==> config.mk <==
export PLATFORM = sky130hd
export DESIGN_NAME = multicycle_control_unit
export DESIGN_NICKNAME = d
export VERILOG_FILES = /design/src/rtl/multicycle_control_unit.sv
export SDC_FILE = /design/constraint.sdc
export NUM_CORES = 1
export LEC_CHECK = 0
export BUFFER_PORTS_ARGS = -buffer_cell sky130_fd_sc_hd__buf_2
export CAP_MARGIN = 20
export CELL_PAD_IN_SITES_DETAIL_PLACEMENT = 1
export CELL_PAD_IN_SITES_GLOBAL_PLACEMENT = 2
export CORE_ASPECT_RATIO = 1.4
export CORE_UTILIZATION = 25
export DETAILED_ROUTE_END_ITERATION = 10
export PLACE_DENSITY = 0.83
export REMOVE_ABC_BUFFERS = 1
export SETUP_SLACK_MARGIN = 0.15
export SLEW_MARGIN = 20
export SYNTH_ARGS = -nofsm -noshare
export SYNTH_HDL_FRONTEND = slang
export SYNTH_SLANG_ARGS = --single-unit
==> constraint.sdc <==
create_clock -name CLK -period 2.9 [get_ports CLK]
set_input_delay 0.87 -clock CLK [delete_from_list [all_inputs] [get_ports CLK]]
set_output_delay 0.87 -clock CLK [all_outputs]
set_load 0.005 [all_outputs]
==> src/rtl/multicycle_control_unit.sv <==
// Multi-cycle main control FSM (IF/ID/EXE/MEM/WB) for a single-issue MIPS-like datapath.
// Optional retired-instruction counter is built only when CU_INSTR_COUNT_EN is defined.
module multicycle_control_unit #(
   parameter logic [5:0] HALT_OPCODE = 6'b111111,
   parameter int         CNT_W       = 32
) (
   input  logic             CLK,
   input  logic             Reset,
   input  logic [5:0]       Opcode,
   input  logic             Zero,
   output logic             IRWre,
   output logic             PCWre,
   output logic [1:0]       PCSrc,
   output logic             ExtSel,
   output logic             ALUSrcB,
   output logic [2:0]       ALUOp,
   output logic             mRD,
   output logic             mWR,
   output logic             RegDst,
   output logic             RegWre,
   output logic             DBDataSrc,
   output logic [2:0]       State,
   output logic             Halted,
   output logic [CNT_W-1:0] InstrCount
);
   localparam logic [5:0] OP_ADD   = 6'b000000;
   localparam logic [5:0] OP_SUB   = 6'b000001;
   localparam logic [5:0] OP_ADDIU = 6'b000010;
   localparam logic [5:0] OP_ANDI  = 6'b010000;
   localparam logic [5:0] OP_AND   = 6'b010001;
   localparam logic [5:0] OP_ORI   = 6'b010010;
   localparam logic [5:0] OP_OR    = 6'b010011;
   localparam logic [5:0] OP_SLT   = 6'b100110;
   localparam logic [5:0] OP_SW    = 6'b110000;
   localparam logic [5:0] OP_LW    = 6'b110001;
   localparam logic [5:0] OP_BEQ   = 6'b110100;
   localparam logic [5:0] OP_BNE   = 6'b110101;
   localparam logic [5:0] OP_J     = 6'b111000;

   // Low three bits are the visible state code; HALT sits outside that code space.
   typedef enum logic [3:0] {
      S_IF     = 4'b0000,
      S_ID     = 4'b0001,
      S_EXE_LS = 4'b0010,
      S_MEM    = 4'b0011,
      S_WB_LD  = 4'b0100,
      S_EXE_BR = 4'b0101,
      S_EXE_AL = 4'b0110,
      S_WB_AL  = 4'b0111,
      S_HALT   = 4'b1000
   } state_t;

   state_t     state_q, state_d;
   logic [5:0] op_q, op_d;
   logic [5:0] op;
   logic       is_rtype, is_imm, is_mem, is_br;

   // Opcode is sampled live only in ID and held afterwards, so later input noise is ignored.
   assign op   = (state_q == S_ID) ? Opcode : op_q;
   assign op_d = (state_q == S_ID) ? Opcode : op_q;

   assign is_rtype = (op == OP_ADD) || (op == OP_SUB) || (op == OP_AND) ||
                     (op == OP_OR)  || (op == OP_SLT);
   assign is_imm   = (op == OP_ADDIU) || (op == OP_ANDI) || (op == OP_ORI);
   assign is_mem   = (op == OP_LW) || (op == OP_SW);
   assign is_br    = (op == OP_BEQ) || (op == OP_BNE);

   always_ff @(posedge CLK or posedge Reset) begin
      if (Reset) begin
         state_q <= S_IF;
         op_q    <= 6'b000000;
      end else begin
         state_q <= state_d;
         op_q    <= op_d;
      end
   end

   always_comb begin
      state_d   = state_q;
      IRWre     = 1'b0;
      PCWre     = 1'b0;
      PCSrc     = 2'b00;
      mRD       = 1'b0;
      mWR       = 1'b0;
      RegWre    = 1'b0;
      DBDataSrc = 1'b0;
      Halted    = 1'b0;
      RegDst    = is_rtype;
      ALUSrcB   = is_imm || is_mem;
      ExtSel    = !((op == OP_ANDI) || (op == OP_ORI));
      case (op)
         OP_SUB, OP_BEQ, OP_BNE: ALUOp = 3'b001;
         OP_SLT:                 ALUOp = 3'b010;
         OP_OR, OP_ORI:          ALUOp = 3'b011;
         OP_AND, OP_ANDI:        ALUOp = 3'b100;
         default:                ALUOp = 3'b000;
      endcase

      case (state_q)
         S_IF: begin
            IRWre   = 1'b1;
            state_d = S_ID;
         end
         S_ID: begin
            if (op == HALT_OPCODE) begin
               state_d = S_HALT;
            end else if (is_rtype || is_imm) begin
               state_d = S_EXE_AL;
            end else if (is_mem) begin
               state_d = S_EXE_LS;
            end else if (is_br) begin
               state_d = S_EXE_BR;
            end else begin
               // j and unknown opcodes retire straight out of decode
               state_d = S_IF;
               PCWre   = 1'b1;
               if (op == OP_J) PCSrc = 2'b10;
            end
         end
         S_EXE_AL: state_d = S_WB_AL;
         S_WB_AL: begin
            RegWre  = 1'b1;
            PCWre   = 1'b1;
            state_d = S_IF;
         end
         S_EXE_LS: state_d = S_MEM;
         S_MEM: begin
            if (op == OP_LW) begin
               mRD     = 1'b1;
               state_d = S_WB_LD;
            end else begin
               mWR     = 1'b1;
               PCWre   = 1'b1;
               state_d = S_IF;
            end
         end
         S_WB_LD: begin
            RegWre    = 1'b1;
            DBDataSrc = 1'b1;
            PCWre     = 1'b1;
            state_d   = S_IF;
         end
         S_EXE_BR: begin
            PCWre   = 1'b1;
            state_d = S_IF;
            if (((op == OP_BEQ) && Zero) || ((op == OP_BNE) && !Zero)) PCSrc = 2'b01;
         end
         S_HALT:  Halted  = 1'b1;
         default: state_d = S_IF;
      endcase
   end

   assign State = state_q[2:0];

`ifdef CU_INSTR_COUNT_EN
   logic [CNT_W-1:0] cnt_q, cnt_d;

   // Saturating count of PCWre pulses.
   always_comb begin
      cnt_d = cnt_q;
      if (PCWre && (cnt_q != {CNT_W{1'b1}})) cnt_d = cnt_q + 1'b1;
   end

   always_ff @(posedge CLK or posedge Reset) begin
      if (Reset) cnt_q <= '0;
      else       cnt_q <= cnt_d;
   end

   assign InstrCount = cnt_q;
`else
   assign InstrCount = '0;
`endif
endmodule

==> results of run 1 <==
==> per-layer routing <==
metal  vias up  GRT usage (%)  part of all wire (%)
met3         2           3.24                   4.4
met4         0           2.07                   1.3
li1        537              -                     -
met5         -              0                     0
met1       558           14.9                    37
met2        38           27.6                    58
==> power by group through the flow <==
stage | Combinational, W | Sequential (W) | Clock, W
floorplan | 0.000496 | 0.000291 | 0
global placement | 0.000851 | 0.000283 | 0
detailed placement | 0.000861 | 0.000288 | 0
CTS | 0.00112 | 0.000293 | 0.000176
global route | 0.00128 | 0.000309 | 0.000186
finish | 0.00118 | 0.000301 | 0.000171
==> cell usage in the layout, fill, tap and decap left out, types with 3 or more instances in the layout <==
| cell | n |
|---|---|
| nand2b_1 | 3 |
| o21ai_0 | 4 |
| mux2i_4 | 3 |
| clkbuf_8 | 4 |
| nor2_1 | 5 |
| dfrtp_1 | 10 |
| conb_1 | 32 |
| mux2_4 | 3 |
| nor3_1 | 5 |
| nand4b_1 | 3 |
| nor2b_1 | 4 |
| nand2_1 | 9 |
| buf_6 | 5 |
| inv_1 | 6 |
| buf_4 | 15 |
| buf_2 | 26 |
==> state kept, by name, indices dropped and copies added (netlist names) <==
name     flops
op_q         6
state_q      4
==> area by class of cell <==
cell class	instances	area share, %
Multi-Input combinational cell	118	53.8
Timing Repair Buffer	46	19.5
Sequential cell	10	16.3
Tap cell	62	5.06
Clock buffer	4	3.59
Inverter	7	1.71
==> cell families after synthesis <==
| kind of cell | after synthesis | share of synthesized area, % |
|---|---|---|
| simple gates | 52 | 26.1 |
| buf+inv | 51 | 28.6 |
| mux | 9 | 8.20 |
| xor+xnor | 1 | 0.727 |
| other cells | 1 | 0.311 |
| compound gates | 24 | 15.4 |
| flops | 10 | 20.8 |
==> metrics by stage <==
step / total power [W] / hold WS [ps] / setup slack (ps)
floorplan: 0.000787 / 552 / -287
global placement: 0.00113 / 608 / 65.3
CTS: 0.00159 / 616 / 78.8
finish: 0.00165 / 607 / 37.2
global route: 0.00178 / 630 / -44.5
detailed placement: 0.00115 / 649 / 42.9
==> what timing repair did <==
item	4_1_cts	5_1_grt
setup buffers	6	2
setup endpoints to repair	8	9
hold buffers	0	0
gates resized for setup	20	4
pin swaps	5	5
==> worst max-delay path by stage <==
stage / startpoint / to / slack [ps] / cells past startpoint
after floorplan: state_q[1]$_DFFE_PP0N_ / ALUOp[1] / -290 / 4
after global placement: Opcode[5] / ALUOp[1] / 70 / 6
after detailed placement: Opcode[5] / ALUOp[1] / 40 / 6
after CTS: state_q[2]$_DFFE_PP0N_ / RegDst / 80 / 6
after global routing: state_q[1]$_DFFE_PP0N_ / ALUOp[1] / -40 / 7
final: state_q[1]$_DFFE_PP0N_ / ALUOp[2] / 40 / 7
==> impl_metrics.env, run 1 <==
export IMPL_status="finished clean"
export IMPL_netlist_top_cells_count="36 x buf_4, 10 x dfrtp_1, 9 x nand2_1, 7 x inv_1, 7 x nor2_1"
export IMPL_timing_hold_worst_class="primary input to asynchronous set/reset pin"
export IMPL_placement_cell_area_sq_um=1300
export IMPL_register_area_sq_um=250
export IMPL_combPwrFrac_pct=71.4
export IMPL_wire_per_inst_um=13.9
export IMPL_syn_instance_count=148
export IMPL_critPathBufInv=3
export IMPL_crit_family="simple AND/OR/NAND/NOR gates"
export IMPL_final_setup_viol_count=0
export IMPL_num_antenna_cells=0
export IMPL_finalClockSkew_ps=0.249
export IMPL_clock_root_buffer="clkbuf_8"
export IMPL_synth_top_cells_by_area="buf_4 22%, dfrtp_1 21%, mux2i_1 4.2%"
export IMPL_final_core_utilization_pct=33.6
export IMPL_clk_pin_slew_worst_paths_ps=50
export IMPL_detailroute_via_count=1135
export IMPL_area_taken_by_multi_input_logic_gates_sq_um=826
export IMPL_clock_fmax_mhz=349
export IMPL_instances_no_fill=247
export IMPL_cts_tree="done"
export IMPL_net_switching_power_w=0.000723
export IMPL_p_leak_nw=0.715
export IMPL_intPower_w=0.000931
export IMPL_setup_tns_ps=0
export IMPL_worst_path_max_fanout=6
export IMPL_cts_inserted_buffers=3
export IMPL_placementRows=29
export IMPL_detailedRoute_firstIterationViolations=35
export IMPL_yosysSeqAreaShare_pct=20.8
export IMPL_syn_avg_cell_area_sq_um=8.14
export IMPL_clock_tree_buffer_depth=2
export IMPL_first_global_vias=1108
export IMPL_die_area_sq_um=5110
export IMPL_finalCritPeriodShare_pct=98.7
export IMPL_area_of_the_core_sq_um=4570
export IMPL_yosysUniqueCellTypes=48
export IMPL_starting_density_of_the_core_pct=26.4
export IMPL_biggest_cell_delay_along_the_critical_path_ps=400
export IMPL_grt_remaining_overflow=0
export IMPL_timing_critical_path_to_type="output pin"
export IMPL_critical_path_reg2reg_endpoint="state_q[1]$_DFFE_PP0N_"
export IMPL_antenna_left=0
export IMPL_numClockSinks=10
export IMPL_async_flop_share_pct=100
export IMPL_pwr_share_seq_pct=18.2
export IMPL_grt_first_pass_wirelength_um=5490
export IMPL_post_layout_nets=195
export IMPL_top_level_i_o_count=59
export IMPL_synth_most_common_cell="buf_4"
export IMPL_timing_setup_critical_path_class="flop to output pin"
export IMPL_cp_slowest_cell="dfrtp_1"
export IMPL_grt_antenna_before_repair=0
export IMPL_via_per_inst=4.60
export IMPL_cell_repeated_most_along_the_worst_path="buf_6"
export IMPL_numPlacedInstances=235
export IMPL_worstSkewPairLatency_ps=230
export IMPL_netlist_area_sq_um=1200
export IMPL_slew_viol_final=0
export IMPL_n_fill_cell=600
export IMPL_ff2ff_path_depth=8
export IMPL_worst_r2r_startpoint="state_q[1]$_DFFE_PP0N_"
export IMPL_ys_flop_type="dfrtp_1"
export IMPL_synth_edff_count=0
export IMPL_detailedRoute_firstPassIterationCount=4
export IMPL_critical_path_cell_chain="nor4b_4 > buf_6 > buf_6 > mux2_4 > nor2_4 > and3_1 > buf_2"
export IMPL_worst_ep_required_time_ps=2030
export IMPL_die_width_um=60.7
export IMPL_rrSetupSlack_ps=1020
export IMPL_power_ir_vdd_worst_mv=0.339
export IMPL_number_of_flip_flops_and_latches_in_the_synthesized_netlist=10
export IMPL_rsz_0062_raised_after_global_routing="true"
export IMPL_globalRouteTotalUtil_pct=14.2
export IMPL_p_sw_share_pct=43.7
export IMPL_drt_drc_violations_left=0
export IMPL_worst_ep_arrival_time_ps=1990
export IMPL_gpl_final_weighted_congestion=0.803
export IMPL_critical_path_startpoint_category="flop"
export IMPL_grt_start_max_net_pins=11
export IMPL_finalInstanceArea_sq_um=1530
export IMPL_die_height_um=84.1
export IMPL_cts_htree_levels=1
export IMPL_yosys_area_top_type="buf_4"
export IMPL_power_frac_clock_pct=10.4
export IMPL_synthesis_yosys_warnings=0
export IMPL_power_per_cell_area_nw_per_um2=1080
export IMPL_place_port_buffers=26
export IMPL_final_period_minus_worst_setup_slack_ps=2860
export IMPL_detail_route_wirelength_um=3420
export IMPL_total_of_max_cap_violations=0
export IMPL_fin_hold_viols=0
export IMPL_dp_final_hpwl_um=2480
export IMPL_yosys_area_top_type_share_pct=22.4
export IMPL_drive_gt1_share_pct=37.8
export IMPL_layout_area_overhead_vs_synth_pct=27.3
No activity file was read; power rests on OpenSTA's default activity.
==> inputs of run 2 (changes only) <==
==> constraint.sdc (replaced) <==
create_clock -name CLK -period 2.9 [get_ports CLK]
set_input_delay 0.58 -clock CLK [delete_from_list [all_inputs] [get_ports CLK]]
set_output_delay 0.58 -clock CLK [all_outputs]
set_load 0.005 [all_outputs]
==> run 2 against run 1 <==
  * Wire length down 10%
  * Clock power hardly changed
  * Worst hold slack worse by 280 ps
  * Die area unchanged
  * Clock skew is 2.5 ps higher
  * Sequential share of layout area rose by 2.1 points
  * Critical path depth is 1 lower
  * Count of clock-buffer cells in the layout unchanged
  * Non-clock buffer count down 9
  * Largest power group unchanged
  * Largest cell class unchanged
  * Maximum frequency increased by 8.0%
==> impl_metrics.env, run 2 (synthesized netlist as in run 1, its figures left out) <==
export IMPL_num_antenna_cells=0
export IMPL_ff2ff_path_depth=5
export IMPL_clock_tree_buffer_depth=2
export IMPL_grt_first_pass_wirelength_um=4630
export IMPL_grt_remaining_overflow=0
export IMPL_numPlacedInstances=228
export IMPL_timing_hold_worst_class="primary input to asynchronous set/reset pin"
export IMPL_detailedRoute_firstIterationViolations=12
export IMPL_timing_setup_critical_path_class="flop to output pin"
export IMPL_grt_antenna_before_repair=0
export IMPL_power_ir_vdd_worst_mv=0.360
export IMPL_place_port_buffers=26
export IMPL_biggest_cell_delay_along_the_critical_path_ps=430
export IMPL_cts_hold_buffers=0
export IMPL_clock_fmax_mhz=377
export IMPL_status="finished clean"
export IMPL_total_of_max_cap_violations=0
export IMPL_cts_htree_levels=1
export IMPL_setup_tns_ps=0
export IMPL_top_level_i_o_count=59
export IMPL_clk_pin_slew_worst_paths_ps=50
export IMPL_detail_route_wirelength_um=3060
export IMPL_largest_register_ffs=6
export IMPL_layout_area_overhead_vs_synth_pct=13.5
export IMPL_critical_path_cell_chain="nor4b_4 > buf_6 > mux2i_1 > a221o_1 > nand3_1 > buf_2"
export IMPL_finalCritPeriodShare_pct=91.4
export IMPL_rsz_0062_raised_after_global_routing="false"
export IMPL_die_width_um=60.7
export IMPL_dp_final_hpwl_um=2410
export IMPL_first_global_vias=961
export IMPL_timing_max_slew_rel_slack_pct=62.0
export IMPL_finalInstanceArea_sq_um=1370
export IMPL_globalRouteTotalUtil_pct=12.0
export IMPL_worstSkewPairLatency_ps=240
export IMPL_worst_path_max_fanout=7
export IMPL_cp_slowest_cell="dfrtp_2"
export IMPL_timing_critical_path_to_type="output pin"
export IMPL_fin_hold_viols=0
export IMPL_antenna_left=0
export IMPL_final_hold_worst_slack_ps=324
export IMPL_grt_start_max_net_pins=16
export IMPL_timing_worst_slew_pin_value_ps=556
export IMPL_gpl_final_weighted_congestion=0.752
export IMPL_slew_viol_final=0
export IMPL_critical_path_startpoint_category="flop"
export IMPL_cts_inserted_buffers=3
export IMPL_drive_gt1_share_pct=29.5
export IMPL_largest_register="op_q"
export IMPL_cp_depth=6
export IMPL_placementRows=29
export IMPL_critPathBufInv=2
export IMPL_worst_ep_arrival_time_ps=2070
export IMPL_detailroute_via_count=1056
export IMPL_crit_family="simple AND/OR/NAND/NOR gates"
export IMPL_worst_ep_required_time_ps=2320
export IMPL_via_per_inst=4.44
export IMPL_die_area_sq_um=5110
export IMPL_clock_root_buffer="clkbuf_8"
export IMPL_p_leak_nw=0.649
export IMPL_power_per_cell_area_nw_per_um2=1000
export IMPL_numClockSinks=10
export IMPL_cts_tree="done"
export IMPL_die_height_um=84.1
export IMPL_post_layout_nets=186
export IMPL_starting_density_of_the_core_pct=26.4
export IMPL_layout_common_cells="32 x conb_1, 27 x buf_2, 9 x nand2_1, 9 x dfrtp_1, 9 x buf_4"
export IMPL_drt_drc_violations_left=0
export IMPL_most_common_library_cell_in_the_layout_ignoring_fill_and_taps="conb_1"
export IMPL_placement_cell_area_sq_um=1250
export IMPL_area_of_the_core_sq_um=4570
export IMPL_final_setup_viol_count=0
export IMPL_finalClockSkew_ps=2.78
export IMPL_final_period_minus_worst_setup_slack_ps=2650
export IMPL_instances_no_fill=238
export IMPL_detailedRoute_firstPassIterationCount=3
export IMPL_layout_top_registers="op_q x6, state_q x4"
export IMPL_wire_per_inst_um=12.9
==> run 2: power by group <==
part,switching (W),total [W],internal (W)
clock,0.0000537,0.000173,0.000119
sequential,0.0000881,0.000290,0.000202
combinational,0.000468,0.000906,0.000438
total,0.000610,0.00137,0.000759
==> run 2: cell type report <==
cell class	count	area [sq um]
flip-flops and latches	10	251
repair buffers	37	214
inverters	7	26.3
clock buffers	4	55.1
fillers	598	3200
multi-input cells	118	743
well taps	62	77.6
==> run 2: per-stage QoR <==
stage / power (W) / worst slack (ps) / util [%]
3_3_place_gp: 0.00107 / 306 / 27.3
4_1_cts: 0.00134 / 151 / 29.4
2_1_floorplan: 0.000787 / 2.54 / -
3_5_place_dp: 0.00109 / 229 / 27.3
6_report: 0.00137 / 249 / 29.9
5_1_grt: 0.00148 / 156 / 29.9
==> run 2: per-layer routing <==
metal	vias up	share of wire (%)	GRT usage, %
li1	518	-	-
met1	506	39	13.6
met2	32	56	22.5
met3	0	4.8	2.77
met4	0	0	1.24
met5	-	0	0
==> run 2: timing repair <==
action                     4_1_cts  5_1_grt
gates resized for setup          3        2
pin swaps                        0        1
buffers inserted                 3        2
cloned                           0        1
setup endpoints to repair        7        8
==> run 2: worst register-to-register path, stage by stage (launching register included) <==
cell	delay (ps)
dfrtp_2	430
nor4b_4	390
buf_6	210
mux2i_1	360
a22oi_1	130
o32ai_1	150
==> run 2: worst paths after layout <==
path	slack (ps)	to	from
max	250	PCWre	state_q[3]$_DFFE_PP0N_
min	320	state_q[1]$_DFFE_PP0N_	Reset
max reg2reg	1130	state_q[1]$_DFFE_PP0N_	state_q[3]$_DFFE_PP0N_
min reg2reg	530	state_q[1]$_DFFE_PP0N_	state_q[3]$_DFFE_PP0N_
max in group asynchronous	2270	state_q[3]$_DFFE_PP0N_	Reset
min in group CLK	530	state_q[1]$_DFFE_PP0N_	state_q[3]$_DFFE_PP0N_
==> inputs of run 3 (changes only) <==
--- a/config.mk
+++ b/config.mk
@@ -5,12 +5,13 @@
 export SDC_FILE = /design/constraint.sdc
 export NUM_CORES = 1
 export LEC_CHECK = 0
+export ABC_AREA = 1
 export BUFFER_PORTS_ARGS = -buffer_cell sky130_fd_sc_hd__buf_2
 export CAP_MARGIN = 20
 export CELL_PAD_IN_SITES_DETAIL_PLACEMENT = 1
 export CELL_PAD_IN_SITES_GLOBAL_PLACEMENT = 2
 export CORE_ASPECT_RATIO = 1.4
-export CORE_UTILIZATION = 25
+export CORE_UTILIZATION = 26
 export DETAILED_ROUTE_END_ITERATION = 10
 export PLACE_DENSITY = 0.83
 export REMOVE_ABC_BUFFERS = 1
==> run 3 against run 2 <==
  * Area after synthesis rose by 16%
  * Global-route usage rose by 1.6 points
  * Total power rose by 68%
  * Maximum frequency fell by 1.7%
  * Clock power fell by 14%
  * Wire length rose by 28%
  * Utilization rose by 5.3 points
  * Count of clock-buffer cells in the layout fell by 1
  * Die area rose by 11%
  * Combinational power rose by 110%
==> impl_metrics.env, run 3 <==
export IMPL_ff2ff_path_depth=14
export IMPL_detailroute_via_count=1218
export IMPL_rrSetupSlack_ps=970
export IMPL_p_sw_share_pct=51.4
export IMPL_detailedRoute_firstPassIterationCount=4
export IMPL_final_period_minus_worst_setup_slack_ps=2700
export IMPL_arithmetic_cell_share_of_the_synthesized_area_counting_full_adders_half_adders_and_majority_gates_pct=0
export IMPL_netlist_area_sq_um=1390
export IMPL_layout_top_registers="op_q x6, state_q x4"
export IMPL_grt_remaining_overflow=0
export IMPL_n_fill_cell=644
export IMPL_wire_per_inst_um=13.2
export IMPL_gpl_final_weighted_congestion=0.831
export IMPL_placementRows=31
export IMPL_layout_area_overhead_vs_synth_pct=30.4
export IMPL_cts_htree_levels=1
export IMPL_timing_hold_worst_class="primary input to asynchronous set/reset pin"
export IMPL_power_frac_clock_pct=6.5
export IMPL_share_of_the_synthesized_netlist_area_taken_by_xor_and_xnor_gates_pct=0
export IMPL_rsz_0062_raised_after_global_routing="true"
export IMPL_cts_tree="done"
export IMPL_syn_avg_cell_area_sq_um=7.66
export IMPL_synth_edff_count=0
export IMPL_worst_r2r_startpoint="state_q[0]$_DFFE_PP0N_"
export IMPL_placement_stage_worst_setup_slack_ps=394
export IMPL_synth_most_common_cell="buf_4"
export IMPL_timing_critical_path_to_type="output pin"
export IMPL_synthesis_yosys_warnings=0
export IMPL_clk_pin_slew_worst_paths_ps=50
export IMPL_cell_repeated_most_along_the_worst_path="nand2_4"
export IMPL_critical_path_reg2reg_endpoint="state_q[2]$_DFFE_PP0N_"
export IMPL_fin_hold_viols=0
export IMPL_yosys_area_top_type="buf_4"
export IMPL_fin_ws_ps=204
export IMPL_yosys_area_top_type_share_pct=19.4
export IMPL_critical_path_startpoint_category="flop"
export IMPL_ys_flop_type="dfrtp_1"
export IMPL_place_port_buffers=26
export IMPL_clock_fmax_mhz=371
export IMPL_mux_share_of_post_synthesis_cell_area_pct=0
export IMPL_syn_instance_count=182
export IMPL_netlist_top_cells_count="36 x buf_4, 28 x nand2_1, 17 x inv_1, 16 x nor2_1, 14 x nand2_2"
export IMPL_synth_top_family_by_area="simple AND/OR/NAND/NOR gates"
export IMPL_intPower_w=0.00112
export IMPL_clock_tree_buffer_depth=2
export IMPL_synth_top_cells_by_area="buf_4 19%, dfrtp_1 18%, nor2_4 8.9%"
export IMPL_layout_common_cells="32 x conb_1, 26 x buf_2, 22 x nand2_1, 20 x buf_4, 17 x inv_1"
export IMPL_power_per_cell_area_nw_per_um2=1270
export IMPL_critPathBufInv=4
export IMPL_worstSkewPairLatency_ps=240
export IMPL_async_flop_share_pct=100
export IMPL_starting_density_of_the_core_pct=27.0
export IMPL_met3_wirelength_um=210
export IMPL_clock_root_buffer="clkbuf_8"
export IMPL_cp_slowest_cell="dfrtp_1"
export IMPL_dp_final_hpwl_um=2960
export IMPL_synth_simple_gate_area_share_pct=50.9
export IMPL_number_of_flip_flops_and_latches_in_the_synthesized_netlist=10
export IMPL_numClockSinks=10
export IMPL_critical_path_cell_chain="inv_2 > nor2_4 > buf_6 > nand2_8 > buf_8 > nand2_4 > nand2_4 > nand2_8 > nor2_2 > nand2_2 > nand2_4 > nor2_4 > nand3_2 > nor2_2 > buf_2"
export IMPL_most_common_library_cell_in_the_layout_ignoring_fill_and_taps="conb_1"
export IMPL_die_height_um=88.6
export IMPL_combPwrFrac_pct=82.3
export IMPL_topRoutingLayerUsed="met4"
export IMPL_largest_register_ffs=6
export IMPL_timing_setup_critical_path_class="flop to output pin"
export IMPL_finalCritPeriodShare_pct=93.0
export IMPL_p_leak_nw=0.964
export IMPL_post_layout_nets=243
export IMPL_total_of_max_cap_violations=0
export IMPL_net_switching_power_w=0.00118
export IMPL_crit_family="simple AND/OR/NAND/NOR gates"
export IMPL_worst_ep_arrival_time_ps=2120
export IMPL_detailedRoute_firstIterationViolations=38
export IMPL_yosysSeqAreaShare_pct=18.0
export IMPL_wl_met2_um=2270
export IMPL_final_setup_viol_count=0
export IMPL_detail_route_wirelength_um=3930
export IMPL_num_antenna_cells=0
export IMPL_setup_tns_ps=0
export IMPL_via_per_inst=4.09
export IMPL_antenna_left=0
export IMPL_largest_register="op_q"
export IMPL_biggest_cell_delay_along_the_critical_path_ps=400
export IMPL_worst_ep_required_time_ps=2320
export IMPL_status="finished clean"
export IMPL_grt_start_max_net_pins=15
export IMPL_compound_gate_fraction_of_synth_area_pct=3.59
export IMPL_final_hold_worst_slack_ps=336
export IMPL_top_level_i_o_count=59
export IMPL_first_global_vias=1130
export IMPL_die_width_um=63.9
export IMPL_power_ir_vdd_worst_mv=0.398
export IMPL_grt_antenna_before_repair=0
export IMPL_area_of_the_core_sq_um=5160
export IMPL_worst_path_max_fanout=8
export IMPL_slew_viol_final=0
export IMPL_pwr_share_seq_pct=11.2
export IMPL_globalRouteTotalUtil_pct=13.6
export IMPL_cts_inserted_buffers=3
export IMPL_yosysUniqueCellTypes=27
export IMPL_drive_gt1_share_pct=51.3
export IMPL_drt_drc_violations_left=0
export IMPL_cts_hold_buffers=0
export IMPL_routedLengthMet1_um=1410
export IMPL_finalClockSkew_ps=2.40
export IMPL_die_area_sq_um=5660
export IMPL_grt_first_pass_wirelength_um=5710
-- run 3: cell count changes after synthesis, moves of 5 or more --
cell / before / now
inv_1: 7 / 17
nand2_4: 0 / 6
nand3_2: 0 / 7
nand2_1: 9 / 28
nand2_2: 0 / 14
nor2_4: 0 / 11
mux2i_1: 5 / 0
nor2_1: 7 / 16
nand3_1: 2 / 9
-- run 3: final cells by class --
class / instances / area (sq um) / share of cell area, %
Clock buffer: 3 / 41.3 / 2.27
Timing Repair Buffer: 54 / 409 / 22.5
Sequential cell: 10 / 253 / 13.9
Inverter: 21 / 78.8 / 4.34
Multi-Input combinational cell: 144 / 953 / 52.4
Tap cell: 66 / 82.6 / 4.54
-- run 3: worst max-delay path by stage --
| stage | startpoint | to | slack, ps | cells past startpoint |
|---|---|---|---|---|
| floorplan | state_q[3]$_DFFE_PP0N_ | PCWre | 490 | 10 |
| global placement | state_q[0]$_DFFE_PP0N_ | PCSrc[1] | 370 | 12 |
| detailed placement | state_q[2]$_DFFE_PP0N_ | PCSrc[1] | 390 | 11 |
| CTS | state_q[1]$_DFFE_PP0N_ | PCSrc[1] | 150 | 12 |
| global route | state_q[0]$_DFFE_PP0N_ | PCSrc[1] | 90 | 15 |
| finish | state_q[0]$_DFFE_PP0N_ | PCSrc[1] | 200 | 15 |
-- run 3: cell families (layout without fill, tap and decap cells) --
kind of cell,count (synthesis),after routing
AO/OA/AOI/OAI,7,7
other,1,32
flip-flops,10,10
buffers and inverters,59,78
AND/OR/NAND/NOR,105,105
-- run 3: metrics by stage --
stage | utilization, % | cell area [sq um] | power, W | cells
detailed placement | 27.8 | 1440 | 0.00158 | 269
global route | 35.2 | 1820 | 0.00247 | 298
floorplan | - | 1210 | 0.00124 | 175
finish | 35.2 | 1820 | 0.00231 | 298
CTS | 29.9 | 1540 | 0.00185 | 276
global placement | 27.8 | 1440 | 0.00156 | 269
-- run 3: power groups by stage --
stage | clock network (W) | registers [W] | logic [W]
floorplan | 0 | 0.000251 | 0.000993
global placement | 0 | 0.000255 | 0.00130
detailed placement | 0 | 0.000260 | 0.00132
CTS | 0.000152 | 0.000257 | 0.00144
global route | 0.000162 | 0.000266 | 0.00205
finish | 0.000149 | 0.000259 | 0.00190
-- run 3: per-layer routing --
layer  vias up  global-route usage [%]
li1        592                       -
met1       583                    14.1
met2        41                    26.8
met3         2                   0.902
met4         0                    7.23
met5         -                       0
-- run 3: timing repair --
item,CTS,global route
hold endpoints to repair,0,0
pin swaps,1,21
resized for setup,4,23
endpoints found under the setup margin,2,4
buffers inserted,4,21
cloned,0,1
